===== src/rtl/rd_ptr_empty_ctrl.sv =====
// Read-side pointer and status controller for an async FIFO (read clock domain).
// Synchronises the write gray pointer and produces registered empty/almost-empty/level/underflow.
module rd_ptr_empty_ctrl #(
    parameter int ADDR_SIZE   = 4,
    parameter int SYNC_STAGES = 2,
    parameter int AE_THRESH   = 2
) (
    input  logic                 r_clk,
    input  logic                 r_rst,
    input  logic [ADDR_SIZE:0]   w_ptr_gray,
    input  logic                 r_en,
    input  logic                 r_underflow_clr,
    output logic [ADDR_SIZE:0]   r_ptr_gray,
    output logic [ADDR_SIZE-1:0] r_addr,
    output logic                 r_empty,
    output logic                 r_almost_empty,
    output logic [ADDR_SIZE:0]   r_level,
    output logic                 r_underflow
);

    localparam int DEPTH = 1 << ADDR_SIZE;
    localparam logic [ADDR_SIZE:0] AE_LIM = (ADDR_SIZE+1)'(AE_THRESH);

    if (SYNC_STAGES < 2) begin : g_chk_sync
        $error("rd_ptr_empty_ctrl: SYNC_STAGES must be >= 2");
    end
    if (AE_THRESH < 0 || AE_THRESH >= DEPTH) begin : g_chk_ae
        $error("rd_ptr_empty_ctrl: AE_THRESH must be in 0..DEPTH-1");
    end

    logic [ADDR_SIZE:0] sync_q [SYNC_STAGES];
    logic [ADDR_SIZE:0] wq_gray;
    logic [ADDR_SIZE:0] wq_bin;

    logic [ADDR_SIZE:0] ptr_bin_q,  ptr_bin_d;
    logic [ADDR_SIZE:0] ptr_gray_q, ptr_gray_d;
    logic [ADDR_SIZE:0] level_q,    level_d;
    logic               empty_q,    empty_d;
    logic               ae_q,       ae_d;
    logic               underflow_q, underflow_d;
    logic               rd_fire;

    always_ff @(posedge r_clk or negedge r_rst) begin
        if (!r_rst) begin
            for (int unsigned i = 0; i < SYNC_STAGES; i++) begin
                sync_q[i] <= '0;
            end
        end else begin
            sync_q[0] <= w_ptr_gray;
            for (int unsigned i = 1; i < SYNC_STAGES; i++) begin
                sync_q[i] <= sync_q[i-1];
            end
        end
    end

    assign wq_gray = sync_q[SYNC_STAGES-1];

    // Bit i of the binary value is the XOR of gray bits i..MSB.
    for (genvar i = 0; i <= ADDR_SIZE; i++) begin : g_g2b
        assign wq_bin[i] = ^(wq_gray >> i);
    end

    always_comb begin
        rd_fire     = r_en & ~empty_q;
        ptr_bin_d   = ptr_bin_q + {{ADDR_SIZE{1'b0}}, rd_fire};
        ptr_gray_d  = ptr_bin_d ^ (ptr_bin_d >> 1);
        empty_d     = (ptr_gray_d == wq_gray);
        level_d     = wq_bin - ptr_bin_d;
        ae_d        = (level_d <= AE_LIM);
        underflow_d = (r_en & empty_q) | (underflow_q & ~r_underflow_clr);
    end

    always_ff @(posedge r_clk or negedge r_rst) begin
        if (!r_rst) begin
            ptr_bin_q   <= '0;
            ptr_gray_q  <= '0;
            level_q     <= '0;
            empty_q     <= 1'b1;
            ae_q        <= 1'b1;
            underflow_q <= 1'b0;
        end else begin
            ptr_bin_q   <= ptr_bin_d;
            ptr_gray_q  <= ptr_gray_d;
            level_q     <= level_d;
            empty_q     <= empty_d;
            ae_q        <= ae_d;
            underflow_q <= underflow_d;
        end
    end

    assign r_ptr_gray     = ptr_gray_q;
    assign r_addr         = ptr_bin_q[ADDR_SIZE-1:0];
    assign r_empty        = empty_q;
    assign r_almost_empty = ae_q;
    assign r_level        = level_q;
    assign r_underflow    = underflow_q;

endmodule


===== config.mk =====
export PLATFORM = sky130hd
export DESIGN_NAME = rd_ptr_empty_ctrl
export DESIGN_NICKNAME = d
export VERILOG_FILES = /design/src/rtl/rd_ptr_empty_ctrl.sv
export SDC_FILE = /design/constraint.sdc
export NUM_CORES = 1
export LEC_CHECK = 0
export BUFFER_PORTS_ARGS = -buffer_cell sky130_fd_sc_hd__buf_2
export CAP_MARGIN = 20
export CELL_PAD_IN_SITES_DETAIL_PLACEMENT = 0
export CELL_PAD_IN_SITES_GLOBAL_PLACEMENT = 1
export CORE_ASPECT_RATIO = 0.8
export CORE_MARGIN = 2
export CORE_UTILIZATION = 37
export CTS_CLUSTER_SIZE = 20
export DETAILED_ROUTE_END_ITERATION = 6
export PLACE_DENSITY = 0.71
export SYNTH_ARGS = -nofsm -noshare
export SYNTH_HDL_FRONTEND = slang
export SYNTH_SLANG_ARGS = --single-unit

===== constraint.sdc =====
create_clock -name r_clk -period 2.3 [get_ports r_clk]
set_input_delay 0.23 -clock r_clk [delete_from_list [all_inputs] [get_ports r_clk]]
set_output_delay 0.23 -clock r_clk [all_outputs]
set_load 0.03 [all_outputs]

# Word level (Yosys, flattened, before mapping)
# Index checks and enable logic that the tools add are counted.
[totals]
reg_bits = 28
inputBits = 9
out_inout_bits = 17
elab_cells = 24
[classes]
add_sub_neg = 2
n_lt_le_gt_ge = 1
n_eq_ne = 1
bitwise_logic = 7
reduce_logical = 5
[op_table]
columns = ["op", "n"]
rows = [
  ["5-bit parity", 5],
  ["5-bit by 1-bit adder with 5-bit output", 1],
  ["5-bit == test", 1],
  ["5-bit by 2-bit <= comparator with 1-bit output (second input constant)", 1],
  ["5-bit subtractor", 1],
  ["5-bit by 4-bit bitwise XOR with 5-bit output", 1],
  ["1-bit bitwise AND", 3],
  ["1-bit NOT", 2],
  ["1-bit OR", 1],
]

# Depth between registers and ports, before layout
# Gate-level depths: netlist (run 1).
[logic_depth]
ltp_word = 5
depth_mapped = 10
depth_no_buf = 10

# Worst setup path after synthesis (run 1)
# No wires, ideal clock.
[synth_timing]
kind = "register to register"
start = "reg empty_q (netlist: r_empty)"
end = "reg ae_q (netlist: r_almost_empty)"
setup_ns = 0.084
arrival_time_ns = 2.518
required_ns = 2.216
path_slack_ns = -0.302
stages_incl_launch_ff = 11
path_buffers = 1
period_less_slack_ns = 2.602
path_cell_list = "dfstp_2 nor2b_1 ha_1 ha_1 clkbuf_1 xnor2_1 ha_1 a21o_1 a21bo_1 o31ai_2 nor3b_1"
[synth_between]
elab_chain_len = 5
[synth_rtl]
columns = ["element", "line_no", "rtl"]
rows = [
  ["start, declared", "38", "logic empty_q, empty_d;"],
  ["start signal, assigned", "85", "empty_q <= empty_d;"],
  ["1-bit NOT", "64", "rd_fire = r_en & ~empty_q;"],
  ["1-bit bitwise AND", "64", ""],
  ["5-bit by 1-bit adder with 5-bit output", "65", "ptr_bin_d = ptr_bin_q + {{ADDR_SIZE{1'b0}}, rd_fire};"],
  ["named net ptr_bin_d[1]", "35", "logic [ADDR_SIZE:0] ptr_bin_q, ptr_bin_d;"],
  ["5-bit subtractor", "68", "level_d = wq_bin - ptr_bin_d;"],
  ["5-bit by 2-bit <= comparator with 1-bit output", "69", "ae_d = (level_d <= AE_LIM);"],
  ["named net ae_d", "39", "logic ae_q, ae_d;"],
  ["end signal, assigned", "79", "ae_q <= 1'b1;"],
  ["end signal, assigned", "86", "ae_q <= ae_d;"],
  ["end, declared", "39", ""],
]
# The timed path passes the listed nets, and every way through them passes these cells.

# Final worst setup path (run 1)
[layout_timing]
start = "reg sync_q (netlist bit wq_gray[3])"
end = "reg ae_q (netlist: r_almost_empty)"
[layout_between]
elab_chain_len = 3
word_cells_on_any_way = 6
classes_between = "1 x add/sub; 1 x order compare; 4 x reduce/logical"
[layout_rtl]
columns = ["element", "line_no", "rtl"]
rows = [
  ["start, declared", "31", "logic [ADDR_SIZE:0] sync_q [SYNC_STAGES];"],
  ["start signal, assigned by index", "51", "sync_q[i] <= sync_q[i-1];"],
  ["5-bit parity", "60", "assign wq_bin[i] = ^(wq_gray >> i);"],
  ["5-bit subtractor (*)", "68", ""],
  ["5-bit by 2-bit <= comparator with 1-bit output (*)", "69", ""],
  ["named net ae_d", "39", ""],
]
# Mark *: on every way through the listed nets, which the timed path passes. The rest lies on a longest branch.

==> metrics.txt, run 1 <==
# TYPE chip_impl_metric gauge
chip_impl_metric{name="yosys_warnings",unit=""} 0
chip_impl_metric{name="slew_viol_final",unit=""} 0
chip_impl_metric{name="mappedNetlistArea",unit="µm²"} 1155
chip_impl_metric{name="first_pass_grt_wire_length",unit="µm"} 3429
chip_impl_metric{name="slew_headroom",unit="%"} 60.63
chip_impl_metric{name="non_filler_cell_area_final",unit="µm²"} 1615
chip_impl_metric{name="postSynthCellCount",unit=""} 92
chip_impl_metric{name="async_reset_ff_share",unit="%"} 100.0
chip_impl_info{name="netlist_top_cells_area",value="dfrtp_1, xor2_1, xnor2_1"} 1
chip_impl_metric{name="slowest_delay",unit="ns"} 0.41
chip_impl_metric{name="filler_cell_count",unit=""} 278
chip_impl_metric{name="routed-via-count",unit=""} 793
chip_impl_metric{name="clock_tree.buffer_depth",unit=""} 2
chip_impl_metric{name="antenna_found_initial",unit=""} 0
chip_impl_info{name="cts-root-buf",value="clkbuf_8"} 1
chip_impl_info{name="worst_r2r_startpoint",value="wq_gray[3]$_DFF_PN0_"} 1
chip_impl_info{name="tritoncts",value="built"} 1
chip_impl_metric{name="largest_net_degree_at_the_start_of_global_routing",unit=""} 28
chip_impl_info{name="critical_path.top_delay_family",value="compound AO/OA/AOI/OAI gates"} 1
chip_impl_metric{name="fin_crit_sh",unit="%"} 99.53
chip_impl_info{name="worst_path_max_delay_cell",value="dfrtp_1"} 1
chip_impl_metric{name="dp_worst_setup_slack",unit="ns"} 0.01425
chip_impl_metric{name="finish.net_count",unit=""} 152
chip_impl_metric{name="combined_area_of_the_multi_input_logic_cells",unit="µm²"} 545.5
chip_impl_metric{name="final_weighted_congestion_of_routability_driven_global_placement",unit=""} 0.7444
chip_impl_metric{name="timing.reg2reg.setup_slack",unit="ns"} 0.01
chip_impl_metric{name="fin_skew",unit="ns"} 0.001638
chip_impl_metric{name="num_rows",unit=""} 18
chip_impl_info{name="rsz_0062_raised_after_global_routing",value="true"} 1
chip_impl_metric{name="final_layout_size_suffix_gt1_share",unit="%"} 46.72
chip_impl_metric{name="grt_remaining_overflow",unit=""} 0
chip_impl_metric{name="area.sequential",unit="µm²"} 678.2
chip_impl_metric{name="worst-endpoint-arrival",unit="ns"} 2.49
chip_impl_metric{name="dp_hpwl",unit="µm"} 1593
chip_impl_metric{name="detailedRoute.firstIterationViolations",unit=""} 12
chip_impl_metric{name="routed_wl",unit="µm"} 2200
chip_impl_metric{name="dpl_cell_area",unit="µm²"} 1468
chip_impl_metric{name="ff2ff_path_depth",unit=""} 10
chip_impl_info{name="r2r_end",value="r_almost_empty$_DFF_PN1_"} 1
chip_impl_metric{name="timing.final.hold_violations",unit=""} 0
chip_impl_metric{name="timing_worst_slew_pin_value",unit="ns"} 0.5905
chip_impl_metric{name="floorplan.die.height",unit="µm"} 53.97
chip_impl_metric{name="worstPathRequired",unit="ns"} 2.50
chip_impl_metric{name="synth_seq_cells",unit=""} 27
chip_impl_info{name="outcome",value="finished clean"} 1
chip_impl_metric{name="timing.hold.worst_path_depth",unit=""} 1
chip_impl_info{name="cpMostUsedCell",value="ha_2"} 1
chip_impl_metric{name="worstSkewPairLatency",unit="ns"} 0.27
chip_impl_metric{name="drt-wirelength-per-cell",unit="µm"} 12.43
chip_impl_metric{name="layout_min_cycle_time",unit="ns"} 2.289
chip_impl_metric{name="drt-vias-per-instance",unit=""} 4.480
chip_impl_metric{name="synth.lib_cells_used.distinct",unit=""} 26
chip_impl_info{name="crit_path_cell_trace",value="xor2_2, xnor2_2, xnor2_1, ha_2, inv_2, ha_2, a21o_1, a21bo_4, o31ai_4, nor3b_2"} 1
chip_impl_metric{name="clkSinkCount",unit=""} 27
chip_impl_info{name="min_from",value="w_ptr_gray[2]"} 1
chip_impl_info{name="timing.hold.worst.class",value="in2reg"} 1
chip_impl_info{name="critPathLaunchType",value="register"} 1
chip_impl_metric{name="dr.pass1.iters",unit=""} 4
chip_impl_metric{name="placement.io_buffers",unit=""} 25
chip_impl_info{name="hold_path_end",value="sync_q[7]$_DFF_PN0_"} 1
chip_impl_metric{name="yosys_top_cell_area_share",unit="%"} 54.17
chip_impl_metric{name="placeableCoreArea",unit="µm²"} 3040
chip_impl_metric{name="antenna-diode-count",unit=""} 0
chip_impl_metric{name="grt_pass1_vias",unit=""} 750
chip_impl_metric{name="syn-mean-instance-area",unit="µm²"} 12.55
chip_impl_metric{name="final_critical_path_setup_slack",unit="ns"} 0.01089
chip_impl_metric{name="floorplan.io_pins",unit=""} 26
chip_impl_metric{name="yosysSeqAreaShare",unit="%"} 58.72
chip_impl_metric{name="achievable-frequency",unit="MHz"} 436.9
chip_impl_info{name="synth_most_common_cell",value="dfrtp_1"} 1
chip_impl_info{name="library_cell_occupying_the_most_area_in_the_post_synthesis_netlist",value="dfrtp_1"} 1
chip_impl_metric{name="cts_made_buffers",unit=""} 3
chip_impl_metric{name="die_area",unit="µm²"} 3587
chip_impl_metric{name="clk_transition_reported_paths",unit="ns"} 0.08
chip_impl_metric{name="post-route-drc-count",unit=""} 0
chip_impl_metric{name="finalSetupViolations",unit=""} 0
chip_impl_metric{name="synth_edf_count",unit=""} 0
chip_impl_info{name="yosys_most_used_dff",value="dfrtp_1"} 1
chip_impl_metric{name="area_delta_synth_final",unit="%"} 39.87
chip_impl_metric{name="globalRouteTotalUtil",unit="%"} 13.33
chip_impl_metric{name="critical_path_buf_inv_count",unit=""} 1
chip_impl_metric{name="dieWidth",unit="µm"} 66.46
chip_impl_info{name="timing.critical_path.to_type",value="register"} 1
chip_impl_metric{name="synth_nets",unit=""} 106
chip_impl_metric{name="initial_utilization",unit="%"} 37.98
chip_impl_metric{name="route.antenna.remaining_nets",unit=""} 0
chip_impl_info{name="critPathKind",value="reg2reg"} 1
chip_impl_metric{name="cts_htree_levels",unit=""} 1
chip_impl_metric{name="maxCapViolCount",unit=""} 0
chip_impl_info{name="synth_common_cells",value="dfrtp_1, inv_1, xor2_1"} 1
chip_impl_metric{name="critPathMaxFanout",unit=""} 3
[placed cells by master, fill, tap and decap left out]
| cell | Yosys | layout |
|---|---|---|
| o21ai_1 | 0 | 1 |
| dfrtp_1 | 25 | 25 |
| ha_4 | 0 | 1 |
| nand4b_1 | 1 | 1 |
| dlygate4sd3_1 | 0 | 1 |
| xor2_1 | 11 | 11 |
| o31ai_4 | 0 | 1 |
| xnor2_2 | 0 | 4 |
| or3_1 | 1 | 1 |
| nor2_1 | 3 | 3 |
| inv_2 | 0 | 1 |
| ha_2 | 0 | 3 |
| a21bo_4 | 0 | 1 |
| o211ai_1 | 1 | 1 |
| buf_2 | 0 | 25 |
| ha_1 | 5 | 1 |
| a21o_1 | 1 | 1 |
| nor4_4 | 0 | 1 |
| a2111oi_2 | 0 | 1 |
| dfstp_2 | 2 | 2 |
| xor2_4 | 0 | 1 |
| nand2b_1 | 1 | 1 |
| xor2_2 | 2 | 1 |
| nor3b_2 | 0 | 1 |
| o21ai_0 | 2 | 1 |
| buf_4 | 0 | 16 |
| nand2_1 | 3 | 3 |
| xnor2_1 | 9 | 5 |
| and3_4 | 0 | 1 |
| clkbuf_8 | 0 | 3 |
| inv_1 | 11 | 10 |
| nand3_1 | 4 | 4 |
| clkbuf_1 | 1 | 1 |
| nor2b_1 | 1 | 1 |
| o41ai_2 | 0 | 1 |
| a21oi_1 | 1 | 1 |
[what timing repair did]
| action | 4_1_cts | 5_1_grt |
|---|---|---|
| hold buffers | 1 | 0 |
| buffers inserted | 1 | 4 |
| resized for setup | 3 | 8 |
| hold endpoints to repair | 25 | 0 |
| endpoints found under the setup margin | 1 | 3 |
| pin swaps | 1 | 5 |
[worst max path at each step]
stage,start,to,slack (ns),cells past startpoint
global route,wq_gray[3]$_DFF_PN0_,r_almost_empty$_DFF_PN1_,-0.08,10
CTS,r_empty$_DFF_PN1_,r_almost_empty$_DFF_PN1_,0.007,10
global placement,wq_gray[3]$_DFF_PN0_,r_almost_empty$_DFF_PN1_,0.02,10
detailed placement,wq_gray[2]$_DFF_PN0_,r_almost_empty$_DFF_PN1_,0.01,10
finish,wq_gray[3]$_DFF_PN0_,r_almost_empty$_DFF_PN1_,0.01,10
floorplan,r_empty$_DFF_PN1_,r_almost_empty$_DFF_PN1_,-0.05,10
[sequential cells by signal (all words and copies together) (netlist names)]
| signal | cells |
|---|---|
| r_almost_empty | 1 |
| r_ptr_gray | 4 |
| r_underflow | 1 |
| r_level | 5 |
| sync_q | 5 |
| r_empty | 1 |
| ptr_bin_q | 5 |
| wq_gray | 5 |
[cell families (layout without fill, tap and decap cells)]
kind of cell             after synthesis  after routing  synth area share (%)
flip-flops                            27             27                 58.72
AO/OA/AOI/OAI                          9              9                 6.067
adder cells (fa/ha/maj)                5              5                 5.417
buffers and inverters                 12             57                 3.900
AND/OR/NAND/NOR                       17             17                 7.911
XOR/XNOR                              22             22                 17.98
[final cells by class]
cell class / count / share of cell area, %
tap: 40 / 3.098
sequential: 27 / 41.98
clock buffer: 4 / 2.789
multi-input combinational: 53 / 33.77
inverter: 11 / 2.556
timing repair buffer: 42 / 15.80
[metrics by stage]
| step | instances | TNS (ns) | util, % | hold WS, ns |
|---|---|---|---|---|
| final | 177 | 0 | 53.13 | 0.06163 |
| after CTS | 173 | 0 | 50.91 | 0.05333 |
| after floorplan | 92 | -0.08145 | - | -0.06559 |
| after global placement | 167 | 0 | 48.27 | 0.2585 |
| after global routing | 177 | -0.1226 | 53.13 | 0.04988 |
| after detailed placement | 167 | 0 | 48.27 | 0.2773 |
[per-layer routing]
layer,share of wire (%),wire length (µm),up-vias,track usage (%)
li1,-,-,390,-
met1,49,1071,379,17.62
met2,47,1026,22,21.00
met3,4.1,91,2,4.393
met4,0.50,11,0,4.082
met5,0,0,-,0
Power of run 1 is not shown: default switching activity piles up to over one toggle a cycle in this logic, so the estimate is an artifact.
==> run 2, diff against run 1 <==
ABC_AREA = 1   (was default)
CORE_UTILIZATION = 36   (was 37)
PLACE_DENSITY = 0.72   (was 0.71)
==> metrics.txt, run 2 <==
# TYPE chip_impl_metric gauge
chip_impl_metric{name="dpl_cell_area",unit="µm²"} 1409
chip_impl_metric{name="detailedRoute.firstIterationViolations",unit=""} 33
chip_impl_metric{name="worst-endpoint-arrival",unit="ns"} 2.31
chip_impl_metric{name="timing.hold.worst_path_depth",unit=""} 1
chip_impl_metric{name="drt-vias-per-instance",unit=""} 4.405
chip_impl_metric{name="routed-via-count",unit=""} 903
chip_impl_info{name="cpMostUsedCell",value="nand2_1"} 1
chip_impl_metric{name="slew_viol_final",unit=""} 0
chip_impl_info{name="critPathLaunchType",value="register"} 1
chip_impl_metric{name="critPathMaxFanout",unit=""} 4
chip_impl_metric{name="placeableCoreArea",unit="µm²"} 3176
chip_impl_metric{name="achievable-frequency",unit="MHz"} 474.8
chip_impl_metric{name="synth.lib_cells_used.distinct",unit=""} 15
chip_impl_info{name="netlist_top_cells_area",value="dfrtp_1, nand2_1, xor2_1"} 1
chip_impl_metric{name="finalSetupViolations",unit=""} 0
chip_impl_info{name="yosys_most_used_dff",value="dfrtp_1"} 1
chip_impl_metric{name="routed_wl",unit="µm"} 2216
chip_impl_metric{name="count_of_non_filler_cells_in_the_finished_layout",unit=""} 205
chip_impl_metric{name="synth_nets",unit=""} 147
chip_impl_metric{name="clk_transition_reported_paths",unit="ns"} 0.08
chip_impl_metric{name="worstPathRequired",unit="ns"} 2.50
chip_impl_metric{name="maxCapViolCount",unit=""} 0
chip_impl_info{name="rsz_0062_raised_after_global_routing",value="false"} 1
chip_impl_metric{name="dp_hpwl",unit="µm"} 1744
chip_impl_metric{name="async_reset_ff_share",unit="%"} 100.0
chip_impl_metric{name="yosys_warnings",unit=""} 0
chip_impl_metric{name="fin_crit_sh",unit="%"} 91.58
chip_impl_metric{name="critical_path_buf_inv_count",unit=""} 2
chip_impl_metric{name="first_pass_grt_wire_length",unit="µm"} 3739
chip_impl_metric{name="filler_cell_count",unit=""} 326
chip_impl_metric{name="dr.pass1.iters",unit=""} 4
chip_impl_info{name="critical_path.top_delay_family",value="simple AND/OR/NAND/NOR gates"} 1
chip_impl_metric{name="largest_net_degree_at_the_start_of_global_routing",unit=""} 28
chip_impl_metric{name="post-route-drc-count",unit=""} 0
chip_impl_metric{name="non_filler_cell_area_final",unit="µm²"} 1494
chip_impl_metric{name="ff2ff_path_depth",unit=""} 14
chip_impl_metric{name="cts_made_buffers",unit=""} 3
chip_impl_info{name="synth_common_cells",value="nand2_1, dfrtp_1, inv_1"} 1
chip_impl_metric{name="clock_tree.buffer_depth",unit=""} 2
chip_impl_metric{name="fin_skew",unit="ns"} 0.001341
chip_impl_metric{name="yosys_top_cell_area_share",unit="%"} 51.02
chip_impl_info{name="cts-root-buf",value="clkbuf_8"} 1
chip_impl_metric{name="yosysSeqAreaShare",unit="%"} 55.31
chip_impl_metric{name="worstSetupPathDepth",unit=""} 14
chip_impl_metric{name="initial_utilization",unit="%"} 38.61
chip_impl_info{name="synth_most_common_cell",value="nand2_1"} 1
chip_impl_metric{name="synth_edf_count",unit=""} 0
chip_impl_info{name="library_cell_occupying_the_most_area_in_the_post_synthesis_netlist",value="dfrtp_1"} 1
chip_impl_metric{name="num_rows",unit=""} 18
chip_impl_metric{name="power.static_leakage",unit="nW"} 0.8208
chip_impl_metric{name="globalRouteTotalUtil",unit="%"} 12.44
chip_impl_metric{name="postSynthCellCount",unit=""} 133
chip_impl_metric{name="ir_drop",unit="mV"} 0.7727
chip_impl_metric{name="worstSkewPairLatency",unit="ns"} 0.26
chip_impl_metric{name="final_weighted_congestion_of_routability_driven_global_placement",unit=""} 0.8510
chip_impl_metric{name="layout_min_cycle_time",unit="ns"} 2.106
chip_impl_metric{name="final_layout_size_suffix_gt1_share",unit="%"} 25.45
chip_impl_metric{name="grt_remaining_overflow",unit=""} 0
chip_impl_metric{name="clkSinkCount",unit=""} 27
chip_impl_info{name="final_common_cell",value="nand2_1"} 1
chip_impl_info{name="timing.hold.worst.class",value="in2reg"} 1
chip_impl_metric{name="route.antenna.remaining_nets",unit=""} 0
chip_impl_metric{name="drt-wirelength-per-cell",unit="µm"} 10.81
chip_impl_metric{name="timing.reg2reg.setup_slack",unit="ns"} 0.19
chip_impl_metric{name="floorplan.die.height",unit="µm"} 56.20
chip_impl_metric{name="p_total",unit="mW"} 2.362
chip_impl_metric{name="dieWidth",unit="µm"} 69.25
chip_impl_metric{name="timing.final.hold_violations",unit=""} 0
chip_impl_metric{name="slowest_delay",unit="ns"} 0.54
chip_impl_metric{name="area_delta_synth_final",unit="%"} 21.84
chip_impl_info{name="worst_path_max_delay_cell",value="dfstp_2"} 1
chip_impl_metric{name="syn-mean-instance-area",unit="µm²"} 9.219
chip_impl_metric{name="antenna-diode-count",unit=""} 0
chip_impl_metric{name="place.detailed.instances",unit=""} 199
chip_impl_metric{name="synth_seq_cells",unit=""} 27
chip_impl_metric{name="mappedNetlistArea",unit="µm²"} 1226
chip_impl_metric{name="floorplan.io_pins",unit=""} 26
chip_impl_info{name="timing.critical_path.to_type",value="register"} 1
chip_impl_metric{name="totalNegativeSetupSlack",unit="ns"} 0
chip_impl_info{name="crit_path_cell_trace",value="nor2_1, ha_2, ha_4, nand3_1, nand2_1, inv_1, ha_1, inv_1, nand2_1, nand2_1, nand2_1, nor2_1, nand3_1, nor2_1"} 1
chip_impl_metric{name="cellPowerDensity",unit="nW/µm²"} 1581
chip_impl_metric{name="finish.net_count",unit=""} 180
chip_impl_info{name="tritoncts",value="built"} 1
chip_impl_metric{name="placement.io_buffers",unit=""} 25
chip_impl_info{name="most-common-layout-cells",value="nand2_1, buf_2, dfrtp_1"} 1
chip_impl_metric{name="final_core_utilization",unit="%"} 47.04
chip_impl_metric{name="die_area",unit="µm²"} 3892
chip_impl_metric{name="antenna_found_initial",unit=""} 0
chip_impl_metric{name="grt_pass1_vias",unit=""} 866
chip_impl_metric{name="slew_headroom",unit="%"} 61.41
chip_impl_metric{name="timing_worst_slew_pin_value",unit="ns"} 0.5789
chip_impl_info{name="outcome",value="finished clean"} 1
chip_impl_info{name="critPathKind",value="reg2reg"} 1
chip_impl_metric{name="cts_htree_levels",unit=""} 1
==> run 2: cell count changes after synthesis, sizes merged, moves of 2 or more <==
| cell | change |
|---|---|
| inv | +8 |
| nand3 | +10 |
| xnor2 | -7 |
| xor2 | -2 |
| nand2 | +40 |
| nor2 | +5 |
==> run 2: final cells by class <==
class / count / area [µm²] / share of cell area, %
sequential: 27 / 678.2 / 45.39
timing repair buffer: 28 / 150.1 / 10.05
inverter: 19 / 71.32 / 4.774
multi-input combinational: 87 / 499.2 / 33.42
tap: 40 / 50.05 / 3.350
clock buffer: 4 / 45.04 / 3.015
==> run 2: layer usage <==
metal	track usage (%)	up-vias	part of all wire [%]
met5	0	-	0
met4	3.361	0	0.86
li1	-	468	-
met2	21.57	21	45
met1	14.24	412	48
met3	5.072	2	5.9
==> run 2: cells by family after synthesis <==
family	after synthesis	share of synthesized area, %
simple gates	67	22.45
fa+ha+maj	5	5.102
compound gates	2	0.8155
flops	27	55.31
buf+inv	19	5.816
xor+xnor	13	10.51
==> run 2: what timing repair did <==
action                                 CTS  global route
hold buffers                             1             0
buffers inserted                         0             1
endpoints found under the hold margin   25             0
setup endpoints to repair                0             3
gates resized for setup                  0             8
==> run 2: power by group <==
group	internal (mW)	total, mW	switching [mW]	leakage (nW)
Combinational	0.473	1.37	0.897	0.481
Sequential	0.650	0.740	0.0902	0.317
Clock	0.124	0.252	0.129	0.0228
Total	1.25	2.36	1.12	0.821
==> run 2: worst paths after layout <==
kind / startpoint / end
setup / recovery: r_empty$_DFF_PN1_ / r_almost_empty$_DFF_PN1_
hold / removal: w_ptr_gray[4] / sync_q[9]$_DFF_PN0_
setup reg to reg: r_empty$_DFF_PN1_ / r_almost_empty$_DFF_PN1_
hold reg to reg: sync_q[8]$_DFF_PN0_ / wq_gray[3]$_DFF_PN0_
max in group asynchronous: r_rst / r_level[1]$_DFF_PN0_
min in group asynchronous: r_rst / sync_q[7]$_DFF_PN0_
==> run 2: worst reg2reg max path, delay by kind of cell (launching register included) <==
kind,cells,cell delay (ns)
DFF,1,0.54
buffers and inverters,2,0.11
and+or+nand+nor,9,0.73
adders and majority gates,3,0.67
==> run 2: metrics by stage <==
step / hold slack, ns / setup WS [ns]
after detailed placement: 0.2690 / 0.03868
after global routing: 0.04306 / 0.01366
after CTS: 0.05446 / 0.01257
after global placement: 0.2632 / 0.09431
after floorplan: -0.06559 / 0.1013
final: 0.06714 / 0.1938
No activity file was read; power rests on OpenSTA's default activity.
